$ cat src/rtl/vga_rect_arbiter_pkg.sv
// Shared drawing constants, FSM state encoding and clip helper for the rectangle arbiter.
// Pure declarations: no logic, no latency.
package vga_rect_arbiter_pkg;

    localparam int X_W      = 8;
    localparam int Y_W      = 7;
    localparam int COLOUR_W = 15;
    localparam int XMAX     = 159;
    localparam int YMAX     = 119;

    // One past the last visible column/row; one bit wider so the span itself fits
    localparam logic [X_W:0] X_SPAN = (X_W+1)'(XMAX + 1);
    localparam logic [Y_W:0] Y_SPAN = (Y_W+1)'(YMAX + 1);

    typedef enum logic [1:0] {
        ST_IDLE = 2'd0,
        ST_LOAD = 2'd1,
        ST_DRAW = 2'd2,
        ST_DONE = 2'd3
    } state_t;

    // Visible run length of a span starting at org; zero when it starts off-screen
    function automatic logic [X_W:0] clip_len(input logic [X_W:0] org,
                                              input logic [X_W:0] len,
                                              input logic [X_W:0] span);
        logic [X_W:0] room;
        room = span - org;
        if (org >= span)
            clip_len = '0;
        else if (len < room)
            clip_len = len;
        else
            clip_len = room;
    endfunction

endpackage

$ cat src/rtl/vga_rect_arbiter_if.sv
// Client request bundle plus the shared VGA pixel write port.
// slave = arbiter side, master = clients/adapter side.
interface vga_rect_arbiter_if #(parameter int NUM_REQ = 3);
    import vga_rect_arbiter_pkg::*;

    logic [NUM_REQ-1:0]          req;
    logic [NUM_REQ*X_W-1:0]      req_x;
    logic [NUM_REQ*Y_W-1:0]      req_y;
    logic [NUM_REQ*X_W-1:0]      req_w;
    logic [NUM_REQ*Y_W-1:0]      req_h;
    logic [NUM_REQ*COLOUR_W-1:0] req_colour;
    logic [NUM_REQ-1:0]          grant;
    logic [NUM_REQ-1:0]          done;
    logic                        busy;
    logic [X_W-1:0]              x;
    logic [Y_W-1:0]              y;
    logic [COLOUR_W-1:0]         colour;
    logic                        writeEn;

    modport slave (
        input  req, req_x, req_y, req_w, req_h, req_colour,
        output grant, done, busy, x, y, colour, writeEn
    );

    modport master (
        output req, req_x, req_y, req_w, req_h, req_colour,
        input  grant, done, busy, x, y, colour, writeEn
    );

endinterface

$ cat src/rtl/vga_rect_arbiter_rr.sv
// Combinational round-robin pick: first set request after ptr_i, wrapping.
// Zero latency; no state, the caller owns and advances the pointer.
module vga_rect_arbiter_rr #(
    parameter int NUM_REQ = 3,
    parameter int IDX_W   = $clog2(NUM_REQ)
) (
    input  logic [NUM_REQ-1:0] req_i,
    input  logic [IDX_W-1:0]   ptr_i,
    output logic               vld_o,
    output logic [NUM_REQ-1:0] win_o,
    output logic [IDX_W-1:0]   idx_o
);

    int cand;

    always_comb begin
        vld_o = 1'b0;
        win_o = '0;
        idx_o = '0;
        cand  = 0;
        for (int k = 1; k <= NUM_REQ; k++) begin
            cand = (int'(ptr_i) + k) % NUM_REQ;
            if (!vld_o && req_i[cand]) begin
                vld_o       = 1'b1;
                win_o[cand] = 1'b1;
                idx_o       = IDX_W'(cand);
            end
        end
    end

endmodule

$ cat src/rtl/vga_rect_arbiter.sv
// Round-robin owner of the VGA write port; streams one clipped pixel per cycle for the granted rect.
// Grant one cycle after req, first write two cycles after req, done right after the last write.
module vga_rect_arbiter
    import vga_rect_arbiter_pkg::*;
#(
    parameter int NUM_REQ = 3
) (
    input  logic                 CLOCK,
    input  logic                 resetn,
    vga_rect_arbiter_if.slave    bus
);

    localparam int IDX_W = $clog2(NUM_REQ);

    state_t               state_q, state_d;
    logic [NUM_REQ-1:0]   grant_q, grant_d;
    logic [IDX_W-1:0]     win_q, win_d;
    logic [IDX_W-1:0]     ptr_q, ptr_d;
    logic [X_W-1:0]       x_q, x_d, org_x_q, org_x_d, last_x_q, last_x_d;
    logic [Y_W-1:0]       y_q, y_d, last_y_q, last_y_d;
    logic [COLOUR_W-1:0]  colour_q, colour_d;
    logic                 wen_q, wen_d;

    logic                 arb_vld;
    logic [NUM_REQ-1:0]   arb_win;
    logic [IDX_W-1:0]     arb_idx;

    logic [X_W-1:0]       sel_x, sel_w;
    logic [Y_W-1:0]       sel_y, sel_h;
    logic [COLOUR_W-1:0]  sel_colour;
    logic [X_W:0]         w_eff;
    logic [Y_W:0]         h_eff;

    vga_rect_arbiter_rr #(.NUM_REQ(NUM_REQ), .IDX_W(IDX_W)) u_rr (
        .req_i (bus.req),
        .ptr_i (ptr_q),
        .vld_o (arb_vld),
        .win_o (arb_win),
        .idx_o (arb_idx)
    );

    // Winner's parameters are only consumed in LOAD, where win_q is already settled
    assign sel_x      = bus.req_x[win_q*X_W +: X_W];
    assign sel_y      = bus.req_y[win_q*Y_W +: Y_W];
    assign sel_w      = bus.req_w[win_q*X_W +: X_W];
    assign sel_h      = bus.req_h[win_q*Y_W +: Y_W];
    assign sel_colour = bus.req_colour[win_q*COLOUR_W +: COLOUR_W];

    assign w_eff = clip_len({1'b0, sel_x}, {1'b0, sel_w}, X_SPAN);
    assign h_eff = (Y_W+1)'(clip_len((X_W+1)'(sel_y), (X_W+1)'(sel_h), (X_W+1)'(Y_SPAN)));

    always_comb begin
        state_d  = state_q;
        grant_d  = grant_q;
        win_d    = win_q;
        ptr_d    = ptr_q;
        x_d      = x_q;
        y_d      = y_q;
        colour_d = colour_q;
        wen_d    = wen_q;
        org_x_d  = org_x_q;
        last_x_d = last_x_q;
        last_y_d = last_y_q;
        unique case (state_q)
            ST_IDLE: begin
                if (arb_vld) begin
                    grant_d = arb_win;
                    win_d   = arb_idx;
                    state_d = ST_LOAD;
                end
            end
            ST_LOAD: begin
                if (w_eff == '0 || h_eff == '0) begin
                    state_d = ST_DONE;
                end else begin
                    // Present the first pixel straight away so DRAW starts with a live write
                    x_d      = sel_x;
                    y_d      = sel_y;
                    colour_d = sel_colour;
                    wen_d    = 1'b1;
                    org_x_d  = sel_x;
                    last_x_d = sel_x + w_eff[X_W-1:0] - 1'b1;
                    last_y_d = sel_y + h_eff[Y_W-1:0] - 1'b1;
                    state_d  = ST_DRAW;
                end
            end
            ST_DRAW: begin
                if (x_q == last_x_q) begin
                    if (y_q == last_y_q) begin
                        wen_d   = 1'b0;
                        state_d = ST_DONE;
                    end else begin
                        x_d = org_x_q;
                        y_d = y_q + 1'b1;
                    end
                end else begin
                    x_d = x_q + 1'b1;
                end
            end
            ST_DONE: begin
                grant_d = '0;
                ptr_d   = win_q;
                state_d = ST_IDLE;
            end
            default: state_d = ST_IDLE;
        endcase
    end

    always_ff @(posedge CLOCK or negedge resetn) begin
        if (!resetn) begin
            state_q  <= ST_IDLE;
            grant_q  <= '0;
            win_q    <= '0;
            ptr_q    <= IDX_W'(NUM_REQ - 1);
            x_q      <= '0;
            y_q      <= '0;
            colour_q <= '0;
            wen_q    <= 1'b0;
            org_x_q  <= '0;
            last_x_q <= '0;
            last_y_q <= '0;
        end else begin
            state_q  <= state_d;
            grant_q  <= grant_d;
            win_q    <= win_d;
            ptr_q    <= ptr_d;
            x_q      <= x_d;
            y_q      <= y_d;
            colour_q <= colour_d;
            wen_q    <= wen_d;
            org_x_q  <= org_x_d;
            last_x_q <= last_x_d;
            last_y_q <= last_y_d;
        end
    end

    assign bus.grant   = grant_q;
    assign bus.done    = (state_q == ST_DONE) ? grant_q : '0;
    assign bus.busy    = (state_q != ST_IDLE);
    assign bus.x       = x_q;
    assign bus.y       = y_q;
    assign bus.colour  = colour_q;
    assign bus.writeEn = wen_q;

endmodule

$ cat src/flat_wrapper.sv
// flat-port wrapper written by rule: the top's interface ports become plain ports
module vga_rect_arbiter_flat import vga_rect_arbiter_pkg::*;
#(
    parameter int NUM_REQ = 3
)
  (CLOCK, resetn, bus_req, bus_req_x, bus_req_y, bus_req_w, bus_req_h, bus_req_colour, bus_grant, bus_done, bus_busy, bus_x, bus_y, bus_colour, bus_writeEn);
  vga_rect_arbiter_if #(.NUM_REQ(NUM_REQ)) bus_i ();
  input  logic CLOCK;
  input  logic resetn;
  input wire logic [$bits(bus_i.req)-1:0] bus_req;
  input wire logic [$bits(bus_i.req_x)-1:0] bus_req_x;
  input wire logic [$bits(bus_i.req_y)-1:0] bus_req_y;
  input wire logic [$bits(bus_i.req_w)-1:0] bus_req_w;
  input wire logic [$bits(bus_i.req_h)-1:0] bus_req_h;
  input wire logic [$bits(bus_i.req_colour)-1:0] bus_req_colour;
  output wire logic [$bits(bus_i.grant)-1:0] bus_grant;
  output wire logic [$bits(bus_i.done)-1:0] bus_done;
  output wire logic [$bits(bus_i.busy)-1:0] bus_busy;
  output wire logic [$bits(bus_i.x)-1:0] bus_x;
  output wire logic [$bits(bus_i.y)-1:0] bus_y;
  output wire logic [$bits(bus_i.colour)-1:0] bus_colour;
  output wire logic [$bits(bus_i.writeEn)-1:0] bus_writeEn;
  assign bus_i.req = bus_req;
  assign bus_i.req_x = bus_req_x;
  assign bus_i.req_y = bus_req_y;
  assign bus_i.req_w = bus_req_w;
  assign bus_i.req_h = bus_req_h;
  assign bus_i.req_colour = bus_req_colour;
  assign bus_grant = bus_i.grant;
  assign bus_done = bus_i.done;
  assign bus_busy = bus_i.busy;
  assign bus_x = bus_i.x;
  assign bus_y = bus_i.y;
  assign bus_colour = bus_i.colour;
  assign bus_writeEn = bus_i.writeEn;
  vga_rect_arbiter #(.NUM_REQ(NUM_REQ)) u_core (.CLOCK(CLOCK), .resetn(resetn), .bus(bus_i));
endmodule
$ cat config.mk
export PLATFORM = sky130hd
export DESIGN_NAME = vga_rect_arbiter_flat
export DESIGN_NICKNAME = d
export VERILOG_FILES = /design/src/rtl/vga_rect_arbiter_pkg.sv /design/src/rtl/vga_rect_arbiter_if.sv /design/src/rtl/vga_rect_arbiter_rr.sv /design/src/rtl/vga_rect_arbiter.sv /design/src/flat_wrapper.sv
export SDC_FILE = /design/constraint.sdc
export NUM_CORES = 1
export LEC_CHECK = 0
export BUFFER_PORTS_ARGS = -buffer_cell sky130_fd_sc_hd__buf_2
export CAP_MARGIN = 15
export CORE_MARGIN = 3
export CORE_UTILIZATION = 54
export CTS_CLUSTER_DIAMETER = 60
export DETAILED_ROUTE_END_ITERATION = 8
export GPL_ROUTABILITY_DRIVEN = 0
export MAX_ROUTING_LAYER = met4
export PLACE_DENSITY = 0.83
export SETUP_SLACK_MARGIN = 0.5
export SYNTH_ARGS = -nofsm -noshare
export SYNTH_HDL_FRONTEND = slang
export SYNTH_SLANG_ARGS = --single-unit
$ cat constraint.sdc
create_clock -name CLOCK -period 7.7 [get_ports CLOCK]
set_input_delay 0.77 -clock CLOCK [delete_from_list [all_inputs] [get_ports CLOCK]]
set_output_delay 0.77 -clock CLOCK [all_outputs]
set_load 0.05 [all_outputs]
==> impl_results.md <==
- Non-Filler Instances: ~1000
- Clock-pin slew on the worst setup and hold paths: 0.05 ns
- Layout Utilization: 67.22%
- Slew HR: between 20 and 25%
- Number of unique standard cell types used by synthesis: between 60 and 70
- Standard cell core area: 10940 um^2
- Number of buffers inserted during clock tree synthesis: 9
- Antenna viol nets, final: 0
- Count of TritonRoute iterations in the first routing pass: 5
- Count of final max-slew check failures: 0
- Share of post-route cells with drive strength above 1: 30.44%
- Number of synthesized flops with an enable pin: 0
- Hold-critical path endpoint: u_core.bus.colour[9]
- Post-Synth XOR/XNOR Area: 6.174%
- Largest family of logic cells by synthesized area: multiplexers
- Post-detail-place hpwl: 13110 um
- Largest net degree at the start of global routing: 64
- Max Clock Skew: about 0.0073 ns
- Cell at the root of the clock tree: clkbuf_16
- Total of endpoints with negative setup slack in the final report: 0
- Signal arrival time at the worst endpoint: 6.70 ns
- Period utilisation layout: a little over four fifths
- Clk_lat worst skew: approximately 0.33 ns
- Number of clock sinks: 63
- FF+latch count, synth: 63
- Routed len/inst: 16.87 um
- Fin. Hold Viols: 0
- Number of max-capacitance violations reported: 0
- Critical setup path kind: register to register
- Number of levels the H-tree was split into: 3
- Adder-cell area share of the yosys netlist: 10.87%
- Wire length of the first global-routing pass: about 28000 um
- Share of synthesized area spent on multiplexers: 18.15%
- PostCTS Resize Cnt: 0
- Starting Density: 55.78%
- Number of warnings printed during yosys synthesis: 0
- P_int: 0.0008038 W
- Clk network pwr share: 38.7%
- R2R Setup Slk: 1.21 ns
- Critical path capture point type: register
- Hold slack final: 0.5021 ns
- Outcome: complete, no violations
- Worst R2R Start: u_core.win_q[1]
- Hold path cells: 1
- Total standard cell area after synthesis: roughly 6100 um^2
- Sequential group share of total power: 28.6%
- Number of global-route vias before repair: 5788
- DRT Wirelength: 16780 um
- # Post-CTS Setup Buffers: 0
- Crit start category: register
- I/O pin count: 178
- Setup tns final: 0 ns
- CTS Buffer Depth: 2
- Post-Syn Area per Cell: just under 9 um^2
- Post-synthesis instance total: a little under 700
- Worst Tran Pin Value: 1.176 ns
- Critical path data required time: 7.91 ns
- TritonCTS clock tree: done
- Net Count, Synth: around 880
- DIE AREA: 12610 um^2
- Switching Share: 30.73%
- Overflow after GRT: 0
- Vias after detailed routing: 5794
- Minimum clock period after layout: 6.486 ns
- Worst-case reg-to-reg path depth: 24
- Achievable Freq: 154.2 MHz
- Async set-reset flop share out of synthesis: between 90% and 100%
- Power per unit of standard cell area: approximately 160 nW/um^2
- Die W: 112.3 um
- Gate power share: 32.7%
- Initial antenna violation count: 1
- LEAKAGE: 3.699 nW
- Endpoint of the most critical register-to-register path: u_core.last_x_q[7]
- Post-route DRC: 0
- Total net switching power: 0.0003566 W
- Post-Synth Simple-Gate Area: between 10 and 15%
- Cell Rows: 38
- Largest fanout on the critical path: 34
- Die span in y: between 100 and 150 um
- Overall Power: about 0.0012 W
- Total GRT Usage: 27.72%
- Hold_sp: u_core.bus.colour[9]
- Worst voltage drop across the vdd grid: 0.1198 mV
- Placed Instances: 978
- Iteration-0 DRC count of the detailed router: 355
- Type of the tightest min-delay check: register to register
- Prevailing post-synth register cell: dfrtp_1
- Unrepaired setup endpoints after global routing: no
- Detailed-route vias per instance: 5.823
- Final Net Count: 1040
- Area growth, synth to finish: 20.51%
- Number of buffers inserted for hold repair after clock tree synthesis: 0
- Complex-gate fraction of the synthesized area: 18.01%
- Buffers added on ports: 177
- Seq/Total Area, Yosys: 25.87%
[cell families (layout without fill, tap and decap cells)]
kind of cell	after synthesis	count (layout)
DFF	63	63
muxes	98	98
adders and majority gates	52	52
xor gates and xnor gates	43	43
AOI/OAI and AO/OA	160	160
other	0	1
and+or+nand+nor	176	176
buffers and inverters	98	262
[cell type report]
class,instances,area [um^2]
antenna,1,2.502
multi-input combinational,529,4101
fill,939,3585
tap,140,175.2
clock inverter,5,80.08
sequential,63,1579
timing repair buffer,181,915.9
inverter,65,244.0
clock buffer,11,252.7
[Yosys cell counts (2+ instances only)]
master     instances  area (um^2)
nor4bb_1           2        20.02
fa_1               2        40.04
nor2b_1            5        31.28
nor4_1             5        31.28
a31oi_1            6        37.54
a2111oi_0          2        17.52
nand3_1           18        90.09
a211oi_1           3        22.52
buf_1              3        11.26
o221ai_1           3        26.28
mux2i_1           48        480.5
o21ai_0           55        275.3
o2111ai_1          2        17.52
o211ai_1          17        127.6
nor3_1             8        40.04
nand3b_1           2        15.01
nand2b_1           3        18.77
nand2_1           74        277.8
a41oi_1            4        35.03
a22o_1             3        26.28
mux2_4            17        255.2
xor2_1            22        192.7
clkbuf_1          17        63.81
nor2_1            25        93.84
a21oi_1           23        115.1
inv_1             64        240.2
a2bb2oi_1          2        17.52
and2_1             5        31.28
buf_4              3        22.52
mux2_1             3        33.78
a22oi_1            5        37.54
xnor2_1           21        183.9
a22oi_2            3        37.54
a21o_1             9        67.56
mux2_2            30        337.8
buf_2              5        25.02
and3_1            12        75.07
buf_6              5        56.30
o22ai_1            2        12.51
o2bb2ai_1          5        43.79
ha_1              49        613.1
nand4_1           11        68.82
dfrtp_1           62         1551
[sequential cells by signal, summed over array words and instances (netlist names), 3 cells and up]
register / count
u_core.last_x_q: 8
u_core.bus.x: 8
u_core.bus.y: 7
u_core.last_y_q: 7
u_core.bus.colour: 15
u_core.org_x_q: 8
u_core.bus.grant: 3
[power groups by stage]
stage | sequential (W) | clock [W] | combinational [W]
after floorplan | 0.000337 | 0 | 0.000268
after global placement | 0.000337 | 0 | 0.000365
after detailed placement | 0.000337 | 0 | 0.000376
after CTS | 0.000332 | 0.000453 | 0.000380
after global routing | 0.000331 | 0.000467 | 0.000431
final | 0.000332 | 0.000449 | 0.000380
[metrics by stage]
stage	cell area [um^2]	setup WS, ns
2_1_floorplan	6100	2.289
3_3_place_gp	7015	1.477
3_5_place_dp	7015	1.317
4_1_cts	7348	1.263
5_1_grt	7351	0.6978
6_report	7351	1.214
[layer usage]
layer | vias to the layer above | global-route usage, % | routed length, um
li1 | 2796 | - | -
met1 | 2735 | 34.20 | 7101
met2 | 220 | 47.36 | 8326
met3 | 43 | 4.097 | 980
met4 | 0 | 8.013 | 373
met5 | - | - | 0
[worst max-delay path, stage by stage (launching register included)]
cell and delay, ns:
dfrtp_2 0.74, nor2b_4 0.79, o2bb2ai_1 0.30, inv_1 0.16
ha_1 0.30, a41oi_2 0.25, xnor2_1 0.16, ha_1 0.32
o21ai_0 0.08, nand2b_1 0.08, a21oi_1 0.10, a2111oi_4 0.80
or2_2 0.25, nand3_1 0.08, ha_1 0.31, inv_1 0.04
ha_1 0.33, nor2b_1 0.14, o21ai_0 0.15, nand2b_1 0.11
a21o_1 0.18, a21oi_1 0.18, xnor2_1 0.16, xnor2_1 0.09
mux2_2 0.26
[placed cells by master, fill, tap and decap left out, types with 17 or more instances in the layout]
cell type | Yosys | layout
dfrtp_1 | 62 | 61
nand3_1 | 18 | 18
buf_2 | 5 | 177
nor2_1 | 25 | 25
inv_1 | 64 | 64
a21oi_1 | 23 | 23
xor2_1 | 22 | 22
o211ai_1 | 17 | 17
ha_1 | 49 | 49
nand2_1 | 74 | 73
mux2_2 | 30 | 30
mux2i_1 | 48 | 48
xnor2_1 | 21 | 21
mux2_4 | 17 | 17
o21ai_0 | 55 | 55
[how the worst max path moves through the flow]
stage	from	end	slack (ns)
after global routing	u_core.win_q[1]	u_core.last_x_q[7]	0.70
after global placement	u_core.win_q[1]	u_core.last_x_q[7]	1.48
after CTS	u_core.win_q[1]	u_core.last_x_q[7]	1.26
after detailed placement	u_core.win_q[1]	u_core.last_x_q[7]	1.32
final	u_core.win_q[1]	u_core.last_x_q[7]	1.21
after floorplan	u_core.win_q[1]	u_core.last_x_q[7]	2.29
No activity file was read; power rests on OpenSTA's default activity.
